**src/rtl/fsm_ser_pkg.sv**
```systemverilog
// Shared definitions for the serial pattern-detect path: serializer state
// encoding, detector state encoding and the bit-counter width helper.
package fsm_ser_pkg;

   typedef enum logic [0:0] {
      SER_IDLE  = 1'b0,
      SER_SHIFT = 1'b1
   } ser_state_t;

   // Downstream 1-0-1 detector states, kept here so both ends agree on encoding.
   typedef enum logic [1:0] {
      DET_S0   = 2'd0,
      DET_S1   = 2'd1,
      DET_S10  = 2'd2,
      DET_S101 = 2'd3
   } det_state_t;

   localparam int SER_DEFAULT_WIDTH = 8;

   // Bits needed to count WIDTH-1 down to 0; never narrower than one bit.
   function automatic int ser_cnt_w(input int width);
      return (width <= 2) ? 1 : $clog2(width);
   endfunction

endpackage

```
**src/rtl/fsm_bit_serializer.sv**
```systemverilog
// Word-to-bit serializer feeding the serial pattern detector's 1-bit input.
// Accepts WIDTH-bit words on a valid/ready handshake and shifts one bit out
// per ser_en cycle; the line idles at IDLE_LEVEL between words.
// Build option: FSM_SER_PREFETCH_EN adds a one-word holding register so
// consecutive words stream with no idle bubble between them.
//
// state     | meaning
// ----------+--------------------------------------------------------------
// ST_IDLE   | no word in flight, ser_bit = IDLE_LEVEL, waiting for a word
// ST_SHIFT  | presenting shreg output bit, one bit consumed per ser_en cycle
import fsm_ser_pkg::*;

module fsm_bit_serializer #(
   parameter int   WIDTH      = SER_DEFAULT_WIDTH,
   parameter bit   MSB_FIRST  = 1'b1,
   parameter logic IDLE_LEVEL = 1'b0
) (
   input  logic             clk,
   input  logic             areset,
   input  logic [WIDTH-1:0] in_data,
   input  logic             in_valid,
   output logic             in_ready,
   input  logic             ser_en,
   output logic             ser_bit,
   output logic             ser_valid,
   output logic             word_done
);

   localparam int               CNT_W    = ser_cnt_w(WIDTH);
   localparam logic [CNT_W-1:0] CNT_LAST = CNT_W'(WIDTH - 1);
   localparam logic [CNT_W-1:0] CNT_ONE  = CNT_W'(1);
   localparam logic [0:0]       ST_IDLE  = SER_IDLE;
   localparam logic [0:0]       ST_SHIFT = SER_SHIFT;

   logic [0:0]       state_q, state_d;
   logic [WIDTH-1:0] shreg_q, shreg_d;
   logic [CNT_W-1:0] cnt_q,   cnt_d;
   logic [WIDTH-1:0] shreg_next;
   logic             accept;
   logic             last_bit;
   logic             out_bit;

`ifdef FSM_SER_PREFETCH_EN
   logic [WIDTH-1:0] hold_q, hold_d;
   logic             hold_valid_q, hold_valid_d;
`endif

   // Handshake: ready is forced low while reset is asserted.
   always_comb begin
`ifdef FSM_SER_PREFETCH_EN
      in_ready = ~hold_valid_q & ~areset;
`else
      in_ready = (state_q == ST_IDLE) & ~areset;
`endif
      accept   = in_valid & in_ready;
      last_bit = (state_q == ST_SHIFT) & ser_en & (cnt_q == '0);
   end

   // Shift toward the output end so the next bit lands where ser_bit reads.
   always_comb begin
      if (MSB_FIRST) begin
         shreg_next = {shreg_q[WIDTH-2:0], 1'b0};
         out_bit    = shreg_q[WIDTH-1];
      end else begin
         shreg_next = {1'b0, shreg_q[WIDTH-1:1]};
         out_bit    = shreg_q[0];
      end
   end

   // Next-state, shift register, bit counter and (optional) holding register.
   always_comb begin
      state_d = state_q;
      shreg_d = shreg_q;
      cnt_d   = cnt_q;
`ifdef FSM_SER_PREFETCH_EN
      hold_d       = hold_q;
      hold_valid_d = hold_valid_q;
`endif
      case (state_q)
         ST_IDLE: begin
            // A word arriving in idle goes straight to the shifter.
            if (accept) begin
               shreg_d = in_data;
               cnt_d   = CNT_LAST;
               state_d = ST_SHIFT;
            end
         end
         ST_SHIFT: begin
            if (ser_en) begin
               if (cnt_q != '0) begin
                  shreg_d = shreg_next;
                  cnt_d   = cnt_q - CNT_ONE;
               end else begin
`ifdef FSM_SER_PREFETCH_EN
                  // Last bit consumed: chain the next word with no gap if one is available.
                  if (hold_valid_q) begin
                     shreg_d      = hold_q;
                     cnt_d        = CNT_LAST;
                     hold_valid_d = 1'b0;
                  end else if (accept) begin
                     shreg_d = in_data;
                     cnt_d   = CNT_LAST;
                  end else begin
                     shreg_d = '0;
                     state_d = ST_IDLE;
                  end
`else
                  shreg_d = '0;
                  state_d = ST_IDLE;
`endif
               end
            end
`ifdef FSM_SER_PREFETCH_EN
            // Words accepted mid-shift wait in the holding register.
            if (accept && !last_bit) begin
               hold_d       = in_data;
               hold_valid_d = 1'b1;
            end
`endif
         end
         default: begin
            state_d = ST_IDLE;
            shreg_d = '0;
            cnt_d   = '0;
         end
      endcase
   end

   // Registers; reset discards any word in flight.
   always_ff @(posedge clk or posedge areset) begin
      if (areset) begin
         state_q <= ST_IDLE;
         shreg_q <= '0;
         cnt_q   <= '0;
`ifdef FSM_SER_PREFETCH_EN
         hold_q       <= '0;
         hold_valid_q <= 1'b0;
`endif
      end else begin
         state_q <= state_d;
         shreg_q <= shreg_d;
         cnt_q   <= cnt_d;
`ifdef FSM_SER_PREFETCH_EN
         hold_q       <= hold_d;
         hold_valid_q <= hold_valid_d;
`endif
      end
   end

   // Serial outputs: the line only carries word data while shifting.
   always_comb begin
      ser_valid = (state_q == ST_SHIFT);
      ser_bit   = ser_valid ? out_bit : IDLE_LEVEL;
      word_done = last_bit;
   end

endmodule

```
**config.mk**
```make
export PLATFORM = sky130hd
export DESIGN_NAME = fsm_bit_serializer
export DESIGN_NICKNAME = d
export VERILOG_FILES = /design/src/rtl/fsm_ser_pkg.sv /design/src/rtl/fsm_bit_serializer.sv
export SDC_FILE = /design/constraint.sdc
export NUM_CORES = 1
export LEC_CHECK = 0
export ABC_AREA = 1
export ABC_CLOCK_PERIOD_IN_PS = 1100
export BUFFER_PORTS_ARGS = -buffer_cell sky130_fd_sc_hd__clkbuf_2
export CORE_AREA = 5 5 45 47
export DETAILED_ROUTE_END_ITERATION = 12
export DIE_AREA = 0 0 50 52
export PLACE_DENSITY = 0.75
export SYNTH_ARGS = -nofsm -noshare
export SYNTH_HDL_FRONTEND = slang
export SYNTH_SLANG_ARGS = --single-unit
```
**constraint.sdc**
```tcl
create_clock -name clk -period 1.1 [get_ports clk]
set_input_delay 0.11 -clock clk [delete_from_list [all_inputs] [get_ports clk]]
set_output_delay 0.11 -clock clk [all_outputs]
set_load 0.03 [all_outputs]
```
==> flow_metrics.py <==
metrics = {
    "sta": {
        "worst_slew_pin_slew_ns": 0.481,
        "setup_viol": 16,
        "maxSlewViolCount": 0,
        "setup_tns_ns": -2.13,
        "worst_slack_ns": -0.207,
        "fmax_ghz": 0.765,
        "fin_crit_sh": 1.19,
        "finalClockSkew_ns": 0.00831,
        "period_needed_ns": 1.31,
        "rsz0062_at_grt": "yes",
        "relSlewSlack": 0.679,
        "finalHoldViolCount": 0,
    },
    "route": {
        "drt_iter0_drc": 15,
        "first_pass_iters": 4,
        "drc": 0,
        "avgViaCountPerCell": 4.99,
        "drt-total-wl_mm": 2.10,
        "wl_per_cell_um": 14.1,
        "ant_nets": 0,
        "vias": 744,
    },
    "logic_synthesis": {
        "synth_fp_nets": 108,
        "synth_warnings": 0,
        "synth.distinct_cells": 11,
        "seq_area_frac_synth": 0.456,
        "ys_seq_elements": 12,
        "postSynthCellCount": 94,
        "netlist_area_um2": 658,
        "postSynthAreaPerCell_um2": 7.00,
    },
    "placed_design": {
        "hpwlAfterDp_mm": 1.15,
        "gp_congestion": 0.825,
        "place_area_um2": 843,
        "place_inst": 135,
        "numPortBuffers": 15,
    },
    "critical_path": {
        "endpoint_kind": "output port",
        "regToRegStartpoint": "ser_valid",
        "rrSetupSlack_ns": -0.18,
        "crit_arrival_ns": 1.20,
        "start_kind": "register",
        "crit_type": "register to output port",
        "critical_path_peak_fanout": 2,
        "worst_ep_required_time_ns": 0.99,
        "crit_start": "cnt_q[1]",
    },
    "power_and_ir_drop": {
        "p_leak_nw": 0.647,
        "vdd_drop_max_mv": 1.59,
        "power_density_nw_per_um2": 2970,
    },
    "floorplanning": {
        "die_x_um": 50,
        "die_area_um2": 2600,
        "design.core.area_um2": 1610,
        "rows": 15,
        "die_h_um": 52,
        "io_pins": 16,
        "start_util": 0.408,
    },
    "job": {
        "cap_violations": 0,
    },
    "run_status": {
        "status": "complete, but fails checks",
        "violations": "negative setup slack",
    },
    "final_layout": {
        "fillers": 102,
        "final_cell_area_um2": 1170,
        "mostFrequentLayoutCells": "nand2_1, dfrtp_1, clkbuf_2, nand3_2, buf_6",
        "mostFrequentLayoutCell": "nand2_1",
        "area_growth_syn_to_layout_pct": 77.6,
        "stdcell_count": 149,
        "nets": 147,
        "antenna_cells": 0,
        "drive_gt1_frac": 0.530,
    },
    "clocking": {
        "numCtsBuffers": 3,
        "cts_tree": "yes",
        "clk_pin_slew_ns": 0.09,
        "clock_sinks": 12,
        "cts_root_buf": "clkbuf_4",
        "cts_max_path_buffers": 2,
        "clock_latency_ns": 0.29,
        "htree_levels": 1,
    },
    "global_route": {
        "overflow": 0,
        "grt_pass1_vias": 715,
        "grtUsageTotal": 0.149,
        "antenna_found_initial": 0,
        "grt_max_degree": 13,
        "grt_pass1_wl_mm": 3.02,
    },
    "hold_path": {
        "worstHoldStart": "in_data[0]",
        "min_path_type": "primary input to register",
    },
}
path summary, 6_finish.rpt:
| path | endpoint | cells past startpoint |
|---|---|---|
| worst min-delay path | shreg_q[0] | 3 |
| worst max register to register | cnt_q[0] | 7 |
| max in group asynchronous | ser_valid | 3 |
| worst min register to register | cnt_q[2] | 2 |
| min in group asynchronous | shreg_q[4] | 3 |
| worst max-delay path | word_done | 5 |
stage by stage:
stage	power (mW)	hold slack, ns	util	setup slack [ns]
after floorplan	1.63	-0.0254	-	-0.140
after global placement	2.08	0.169	0.522	-0.101
after detailed placement	2.14	0.172	0.522	-0.134
after CTS	2.79	0.0627	0.607	-0.245
after global routing	3.72	0.0817	0.724	-0.260
final	3.47	0.0603	0.724	-0.207
flip-flops by register name, indices dropped and copies added, names as in the netlist:
signal,flops
ser_valid,1
shreg_q,8
cnt_q,3
report_power, final:
group          switching [mW]  total, mW  internal, mW
Combinational            1.15       2.28          1.13
Sequential              0.180      0.815         0.635
Clock                   0.176      0.377         0.202
Total                    1.50       3.47          1.96
logic make-up (layout without fill, tap and decap cells):
family / after synthesis / after routing / synth area share
simple gates: 71 / 71 / 0.452
fa+ha+maj: 2 / 2 / 0.0380
flops: 12 / 12 / 0.456
buf+inv: 9 / 47 / 0.0532
metal layers:
| layer | GRT usage | routed length, um |
|---|---|---|
| met4 | 0.0786 | 70 |
| met2 | 0.270 | 1130 |
| met1 | 0.167 | 845 |
| met5 | 0 | 0 |
| met3 | 0.0201 | 50 |
final cells by class:
type,instances,area [um2],share of cell area
Tap cell,17,21.3,0.0182
Clock buffer,4,36.3,0.0310
Multi-Input combinational cell,73,445,0.381
Timing Repair Buffer,35,327,0.279
Sequential cell,12,302,0.258
Inverter,8,37.5,0.0321
what timing repair did:
| action | 4_1_cts | 5_1_grt |
|---|---|---|
| hold endpoints to repair | 12 | 0 |
| endpoints found under the setup margin | 16 | 16 |
| setup buffers | 3 | 6 |
| gates resized for setup | 18 | 32 |
| hold buffers | 1 | 0 |
| pin swaps | 3 | 19 |
critical path: stages (launching register included):
cell,delay (ns)
dfrtp_1,0.40
inv_2,0.08
ha_4,0.13
nand2_4,0.06
nor2_4,0.10
buf_8,0.13
synth_stat cells:
cell | n | area [um2]
or2_4 | 1 | 8.76
inv_1 | 6 | 22.5
dfrtp_1 | 12 | 300
nand3_1 | 13 | 65.1
nor2_1 | 1 | 3.75
nand2_2 | 3 | 18.8
nand2_1 | 52 | 195
inv_2 | 2 | 7.51
nor2_2 | 1 | 6.26
ha_1 | 2 | 25.0
buf_2 | 1 | 5.00
(Power assumes the default switching activity.)
